### config.mk
export PLATFORM = sky130hd
export DESIGN_NAME = vga_sync_gen
export DESIGN_NICKNAME = d
export VERILOG_FILES = /design/src/rtl/vga_timing_pkg.sv /design/src/rtl/vga_sync_gen_pixel_tick_div.sv /design/src/rtl/vga_sync_gen.sv
export SDC_FILE = /design/constraint.sdc
export NUM_CORES = 1
export LEC_CHECK = 0
export ABC_AREA = 1
export CORE_UTILIZATION = 60
export CTS_BUF_LIST = sky130_fd_sc_hd__clkbuf_4 sky130_fd_sc_hd__clkbuf_8 sky130_fd_sc_hd__clkbuf_16
export DETAILED_ROUTE_END_ITERATION = 8
export DONT_BUFFER_PORTS = 1
export PLACE_DENSITY = 0.85
export SETUP_SLACK_MARGIN = 0.02
export SYNTH_ARGS = -nofsm -noshare
export SYNTH_HDL_FRONTEND = slang
export SYNTH_SLANG_ARGS = --single-unit
### constraint.sdc
create_clock -name clk -period 3 [get_ports clk]
set_clock_uncertainty 0.1 [all_clocks]
set_input_delay 0.6 -clock clk [delete_from_list [all_inputs] [get_ports clk]]
set_output_delay 0.6 -clock clk [all_outputs]
set_load 0.005 [all_outputs]
### src/rtl/vga_timing_pkg.sv
// 640x480@60 Hz raster timing constants and the shared phase type
// used by the horizontal and vertical sequencers.
package vga_timing_pkg;

    localparam int DEF_CLK_DIV   = 4;
    localparam int DEF_H_DISPLAY = 640;
    localparam int DEF_H_FP      = 16;
    localparam int DEF_H_SYNC    = 96;
    localparam int DEF_H_BP      = 48;
    localparam int DEF_V_DISPLAY = 480;
    localparam int DEF_V_FP      = 10;
    localparam int DEF_V_SYNC    = 2;
    localparam int DEF_V_BP      = 33;
    localparam logic DEF_SYNC_POL = 1'b0;

    localparam int DEF_H_TOTAL =
        DEF_H_DISPLAY + DEF_H_FP + DEF_H_SYNC + DEF_H_BP;
    localparam int DEF_V_TOTAL =
        DEF_V_DISPLAY + DEF_V_FP + DEF_V_SYNC + DEF_V_BP;

    localparam int DEF_H_SYNC_START = DEF_H_DISPLAY + DEF_H_FP;
    localparam int DEF_H_SYNC_END   = DEF_H_SYNC_START + DEF_H_SYNC;
    localparam int DEF_V_SYNC_START = DEF_V_DISPLAY + DEF_V_FP;
    localparam int DEF_V_SYNC_END   = DEF_V_SYNC_START + DEF_V_SYNC;

    typedef enum logic [1:0] {
        ST_ACTIVE,
        ST_FP,
        ST_SYNC,
        ST_BP
    } phase_e;

    // Phase the counter enters when it takes value cnt; a zero count
    // always resynchronises to ACTIVE.
    function automatic phase_e next_phase(
        input phase_e     cur,
        input logic [9:0] cnt,
        input logic [9:0] fp_at,
        input logic [9:0] sy_at,
        input logic [9:0] bp_at
    );
        phase_e nxt;
        nxt = cur;
        if (cnt == 10'd0) begin
            nxt = ST_ACTIVE;
        end else begin
            unique case (cur)
                ST_ACTIVE: if (cnt == fp_at) nxt = ST_FP;
                ST_FP:     if (cnt == sy_at) nxt = ST_SYNC;
                ST_SYNC:   if (cnt == bp_at) nxt = ST_BP;
                ST_BP:     nxt = ST_BP;
            endcase
        end
        return nxt;
    endfunction

endpackage

### src/rtl/vga_sync_gen_pixel_tick_div.sv
// System-clock to pixel-rate divider; p_tick is high in the clock
// where the divider sits at its last count.
module pixel_tick_div #(
    parameter int CLK_DIV = 4
) (
    input  logic clk,
    input  logic reset,
    output logic p_tick
);

    localparam int W = (CLK_DIV > 1) ? $clog2(CLK_DIV) : 1;
    localparam logic [W-1:0] LAST = W'(CLK_DIV - 1);

    logic [W-1:0] div_q;

    always_ff @(posedge clk or negedge reset) begin
        if (!reset) begin
            div_q <= '0;
        end else if (div_q == LAST) begin
            div_q <= '0;
        end else begin
            div_q <= div_q + 1'b1;
        end
    end

    assign p_tick = (div_q == LAST);

endmodule

### src/rtl/vga_sync_gen.sv
// VGA raster generator: pixel/line counters, phase sequencers and
// registered sync, blanking and strobe outputs.
module vga_sync_gen
    import vga_timing_pkg::*;
#(
    parameter int   CLK_DIV   = DEF_CLK_DIV,
    parameter int   H_DISPLAY = DEF_H_DISPLAY,
    parameter int   H_FP      = DEF_H_FP,
    parameter int   H_SYNC    = DEF_H_SYNC,
    parameter int   H_BP      = DEF_H_BP,
    parameter int   V_DISPLAY = DEF_V_DISPLAY,
    parameter int   V_FP      = DEF_V_FP,
    parameter int   V_SYNC    = DEF_V_SYNC,
    parameter int   V_BP      = DEF_V_BP,
    parameter logic SYNC_POL  = DEF_SYNC_POL
) (
    input  logic       clk,
    input  logic       reset,
    output logic       p_tick,
    output logic [9:0] pix_x,
    output logic [9:0] pix_y,
    output logic       video_on,
    output logic       hsync,
    output logic       vsync,
    output logic       line_start,
    output logic       frame_start
);

    localparam int H_TOTAL = H_DISPLAY + H_FP + H_SYNC + H_BP;
    localparam int V_TOTAL = V_DISPLAY + V_FP + V_SYNC + V_BP;

    localparam logic [9:0] H_LAST  = 10'(H_TOTAL - 1);
    localparam logic [9:0] H_FP_AT = 10'(H_DISPLAY);
    localparam logic [9:0] H_SY_AT = 10'(H_DISPLAY + H_FP);
    localparam logic [9:0] H_BP_AT = 10'(H_DISPLAY + H_FP + H_SYNC);

    localparam logic [9:0] V_LAST  = 10'(V_TOTAL - 1);
    localparam logic [9:0] V_FP_AT = 10'(V_DISPLAY);
    localparam logic [9:0] V_SY_AT = 10'(V_DISPLAY + V_FP);
    localparam logic [9:0] V_BP_AT = 10'(V_DISPLAY + V_FP + V_SYNC);

    logic       tick;
    logic       x_wrap;
    logic       y_wrap;
    logic [9:0] x_nxt;
    logic [9:0] y_nxt;
    logic [9:0] x_d;
    logic [9:0] y_d;
    phase_e     h_state;
    phase_e     v_state;
    phase_e     h_nxt;
    phase_e     v_nxt;

    pixel_tick_div #(
        .CLK_DIV(CLK_DIV)
    ) u_div (
        .clk   (clk),
        .reset (reset),
        .p_tick(tick)
    );

    // >= rather than == so an out-of-range count still wraps to 0
    assign x_wrap = (pix_x >= H_LAST);
    assign y_wrap = (pix_y >= V_LAST);
    assign x_nxt  = x_wrap ? 10'd0 : pix_x + 10'd1;
    assign y_nxt  = y_wrap ? 10'd0 : pix_y + 10'd1;

    always_comb begin
        x_d   = pix_x;
        y_d   = pix_y;
        h_nxt = h_state;
        v_nxt = v_state;
        if (tick) begin
            x_d   = x_nxt;
            h_nxt = next_phase(h_state, x_nxt, H_FP_AT, H_SY_AT, H_BP_AT);
            if (x_wrap) begin
                y_d   = y_nxt;
                v_nxt = next_phase(v_state, y_nxt, V_FP_AT, V_SY_AT, V_BP_AT);
            end
        end
    end

    always_ff @(posedge clk or negedge reset) begin
        if (!reset) begin
            h_state     <= ST_BP;
            v_state     <= ST_BP;
            pix_x       <= H_LAST;
            pix_y       <= V_LAST;
            p_tick      <= 1'b0;
            video_on    <= 1'b0;
            hsync       <= ~SYNC_POL;
            vsync       <= ~SYNC_POL;
            line_start  <= 1'b0;
            frame_start <= 1'b0;
        end else begin
            h_state     <= h_nxt;
            v_state     <= v_nxt;
            pix_x       <= x_d;
            pix_y       <= y_d;
            p_tick      <= tick;
            video_on    <= (h_nxt == ST_ACTIVE) && (v_nxt == ST_ACTIVE);
            hsync       <= (h_nxt == ST_SYNC) ? SYNC_POL : ~SYNC_POL;
            vsync       <= (v_nxt == ST_SYNC) ? SYNC_POL : ~SYNC_POL;
            line_start  <= tick && x_wrap;
            frame_start <= tick && x_wrap && y_wrap;
        end
    end

endmodule

-- Word level (Yosys, flattened, before mapping)
Cells that the tools add are included.
- register bits after elaboration: 32
- input bits: 2
- word-level logic and storage cells: 59
- add/sub/neg operators: 3
- magnitude comparators: 2
- equal/unequal tests: 15
- multiplexer cells: 18
- reduce and logical (&&, ||, !) cells: 10
- operators with widths (cell ; count):
    $eq A10 B10 Y1 const B ; 3
    $eq A10 B9 Y1 const B ; 3
    $mux W2 ; 12
    $add A10 B1 Y10 const B ; 2
    $ge A10 B10 Y1 const B ; 2
    $logic_not A10 Y1 ; 2
    $mux W10 ; 2
    $pmux W2 S4 ; 2
    $eq A2 B2 Y1 const B ; 7
    $logic_not A2 Y1 ; 4
    $eq A2 B1 Y1 const B ; 2
    $logic_and A1 B1 Y1 ; 3
    $add A2 B1 Y2 const B ; 1
    $mux W1 ; 2
    $reduce_and A2 Y1 ; 1

-- Logic depth before layout (Yosys ltp)
- word-level depth: 10
- mapped depth: 17
- gate-level depth less buffers: 17

-- Modules after synthesis
A second synthesis with hierarchy kept.
- cells, all modules: 288
- area total of the unflattened synthesis: 1995.7 µm²
- by module, submodules not included (module ; instances ; cells an instance ; area each (µm²) ; sequential area each (µm²)):
    vga_sync_gen ; 1 ; 284 ; 1929.4 ; 770.7
    pixel_tick_div ; 1 ; 4 ; 66.3 ; 50.0

-- Worst setup path after synthesis
No wires, ideal clock.
- path kind: register -> register
- start point: reg pix_x[0]
- end point: reg video_on
- arrival time: 1.926 ns
- setup slack: 0.905 ns
- cell stages (with the launch flop): 17
- period minus slack after synthesis: 2.095 ns
- cells stage by stage: dfstp_2 > ha_1 > nand2_4 > nor2_4 > nand2_2 > nand2_2 > nand2_4 > buf_12 > nand3_2 > nand2_2 > nor2_2 > nand4_1 > nand2_2 > nand2_2 > inv_2 > nand2_1 > nor2_2
- longest elaborated chain between the ends: 9
- ends and longest elaborated chain (what ; line ; text):
    from (decl) ; vga_sync_gen.sv:20 ; output logic [9:0] pix_x,
    from (signal assigned) ; vga_sync_gen.sv:87 ; pix_x <= H_LAST;
    from (signal assigned) ; vga_sync_gen.sv:98 ; pix_x <= x_d;
    $add A10 B1 Y10 or $ge A10 B10 Y1 (tied branches) ; vga_sync_gen.sv:65, vga_sync_gen.sv:63 ;
    $mux W10 ; vga_sync_gen.sv:65 ; assign x_nxt = x_wrap ? 10'd0 : pix_x + 10'd1;
    $eq A10 B10 Y1 (on tied branches) ; vga_timing_pkg.sv:50, vga_timing_pkg.sv:48, vga_timing_pkg.sv:49 ;
    $mux W2 (on tied branches) ; vga_timing_pkg.sv:50, vga_timing_pkg.sv:48, vga_timing_pkg.sv:49 ;
    $pmux W2 S4 ; vga_timing_pkg.sv:47 ; unique case (cur)
    $mux W2 ; vga_timing_pkg.sv:44 ; if (cnt == 10'd0) begin
    $mux W2 ; vga_sync_gen.sv:73 ; if (tick) begin
    $logic_not A2 Y1 ; vga_sync_gen.sv:101 ; video_on <= (h_nxt == ST_ACTIVE) && (v_nxt == ST_ACTIVE);
    $logic_and A1 B1 Y1 * ; vga_sync_gen.sv:101 ;
    to (signal assigned) ; vga_sync_gen.sv:101 ;
    to (decl) ; vga_sync_gen.sv:22 ; output logic video_on,
Mark *: on every way between the ends. The rest lies on a longest branch, timed or not.
A chain may end at the register's enable or synchronous reset.

-- Worst setup path in the final report
Same ends and word-level chain as after synthesis.

==> impl_metrics.toml <==
[clocking]
postCtsResizedCells = 0
cts_setup_buffers = 0
root_buffer = "clkbuf_4"
insertion_delay_ns = 0.34
cts_tree = "yes"
cts-hold-fix-buffers = 2
clock_path_buffers = 2
cts_sinks = 32
cts_buffers = 5
h-tree-depth = 2
clkTransAtPathRegs_ns = 0.11

[grt]
grt_usage_pct = 24.9
overflow = 0
antenna_found_initial = 0
grt_pass1_wl_um = 6760
grt_max_degree = 33
grt_pass1_vias = 1626

[power]
power_density_nw_per_um2 = 324
combPwrFrac_pct = 1.7
swShare_pct = 21.5
p_int_uw = 569
power_frac_seq_pct = 59.7
clkPwrFrac_pct = 38.7
p_leak_uw = 0.00108
p_switching_uw = 156
finalPower_uw = 724
ir_drop_mv = 0.217

[detailed_routing]
dr.pass1.iters = 4
wl_um = 4210
drt_iter0_drc = 118
drc_errors = 0
routedWlPerCell_um = 12.2
antenna_left = 0
vias = 1813
via_per_inst = 5.27

[timing]
worst_slack_ns = 0.500
period_needed_ns = 2.50
tightest_slew_ns = 0.555
tns_ns = 0
max_freq_mhz = 400
hold_violations = 0
final_min_period_over_clock_period_pct = 83.3
maxSlewViolCount = 0
slew_headroom_pct = 62.9
setup_viol = 0
rsz0062_at_grt = "false"

[worst_hold_path]
whs_path_depth = 1
hold_class = "reg2reg"

[place]
place_area_um2 = 2140
port_buffers = 0
dpl.hpwl_um = 3030
gp_congestion = 0.897
place_ws_ns = 0.548

[logic_synthesis]
syn_nets = 301
synth.area.top_cells = "dfstp_2 20%, dfrtp_1 19%, nand2_1 15%, nand3_1 7.5%, inv_1 6.7%"
synth_area_leader_cell = "dfstp_2"
yosys_warnings = 0
synth_top_area_share_pct = 19.7
synthArstFlopShare_pct = 100
synthCells = 295
synth_area_um2 = 2140
ys_seq_elements = 32
synth.distinct_cells = 28
seq_area_frac_synth_pct = 38.4
avgSynthCellArea_um2 = 7.24
synth_edf_count = 0
synth_flop_cell = "dfstp_2"

[finish]
finalInstanceArea_um2 = 2230
final_cell_mix = "87 x nand2_1, 38 x inv_1, 32 x nand3_1"
final_util_pct = 66.4
area_growth_pct = 4.63
final_common_cell = "nand2_1"
drive_above_1_share_pct = 19.8
n_antenna_cell = 0
final_nets = 304

[setup_path]
path_max_fanout = 16
cp-start-kind = "register"
criticalPathCategory = "reg2reg"
rr_worst_depth = 16
endpoint_kind = "register"
crit_required_ns = 3.13
arrival_ns = 2.63

[run]
cap_violations = 0

[floorplan]
pin_count = 28
start_util_pct = 63.5
dieWidth_um = 61.7
die_y_um = 61.7
core_um2 = 3360
rows = 21
dieArea_um2 = 3800

[outcome]
outcome = "completed"
## stage by stage
stage | hold WS (ns) | cells
3_5_place_dp | 0.205 | 335
5_1_grt | 0.375 | 344
2_1_floorplan | 0.204 | 295
3_3_place_gp | 0.205 | 335
4_1_cts | 0.335 | 344
6_report | 0.330 | 344
## critical path, cell delays in order, from the launching register on
cell	delay, ns
dfstp_2	0.63
ha_1	0.28
nand2_4	0.07
nor2_4	0.10
nand2_2	0.07
nand2_2	0.07
nand2_4	0.15
nor2_8	0.22
inv_2	0.12
nor2_1	0.11
nand3_1	0.10
nand2_1	0.08
nand2_1	0.08
nand2_2	0.08
inv_2	0.03
nand2_1	0.06
nor2_2	0.04
## state kept, by name, indices dropped and copies added, names as in the netlist
register,count
pix_x,10
pix_y,10
h_state,2
u_div.div_q,2
v_state,2
frame_start,1
hsync,1
line_start,1
p_tick,1
video_on,1
vsync,1
## synthesized netlist by cell type (all sizes together) (4+ instances only)
master	count
inv	45
o21ai	23
nor3	4
nand4	8
dfstp	16
dfrtp	16
nor2	33
nand2	98
buf	4
nand3	36
ha	4
## power by group through the flow
stage               registers [µW]  clock network (µW)  logic, µW
global placement               440                   0   0.000648
global route                   432                 304       14.3
floorplan                      440                   0   0.000677
CTS                            432                 287       12.8
finish                         432                 280       12.1
detailed placement             440                   0   0.000648
## per-layer routing
| metal | part of all wire (%) | vias to the layer above | track usage (%) | wire, µm |
|---|---|---|---|---|
| li1 | - | 938 | - | - |
| met1 | 45 | 822 | 29.2 | 1890 |
| met2 | 48 | 40 | 42.4 | 2020 |
| met3 | 4.4 | 13 | 5.67 | 185 |
| met4 | 2.6 | 0 | 13.0 | 111 |
| met5 | 0 | - | 0 | 0 |
## cell families after synthesis
kind of cell | after synthesis | share of synthesized area [%]
compound gates | 25 | 6.44
flops | 32 | 38.4
fa+ha+maj | 4 | 2.34
xor+xnor | 2 | 0.820
buf+inv | 51 | 10.4
simple gates | 181 | 41.5
## worst paths after layout
check	start	end	slack, ns
setup reg to reg	pix_x[0]$_DFFE_PN1P_	video_on$_DFF_PN0_	0.50
max in group asynchronous	reset	pix_y[3]$_DFFE_PN1P_	1.94
hold / removal	u_div.div_q[0]$_DFF_PN0_	u_div.div_q[0]$_DFF_PN0_	0.33
setup / recovery	pix_x[0]$_DFFE_PN1P_	video_on$_DFF_PN0_	0.50
min in group asynchronous	reset	pix_y[0]$_DFFE_PN0P_	0.61
hold reg to reg	u_div.div_q[0]$_DFF_PN0_	u_div.div_q[0]$_DFF_PN0_	0.33
## final cells by class
class / instances / area [µm²]
multi-input cells: 212 / 1090
well taps: 46 / 57.6
fillers: 295 / 1130
inverters: 45 / 169
clock buffers: 7 / 65.1
repair buffers: 2 / 30.0
flip-flops and latches: 32 / 821
Power figures use the tool's default switching activity.
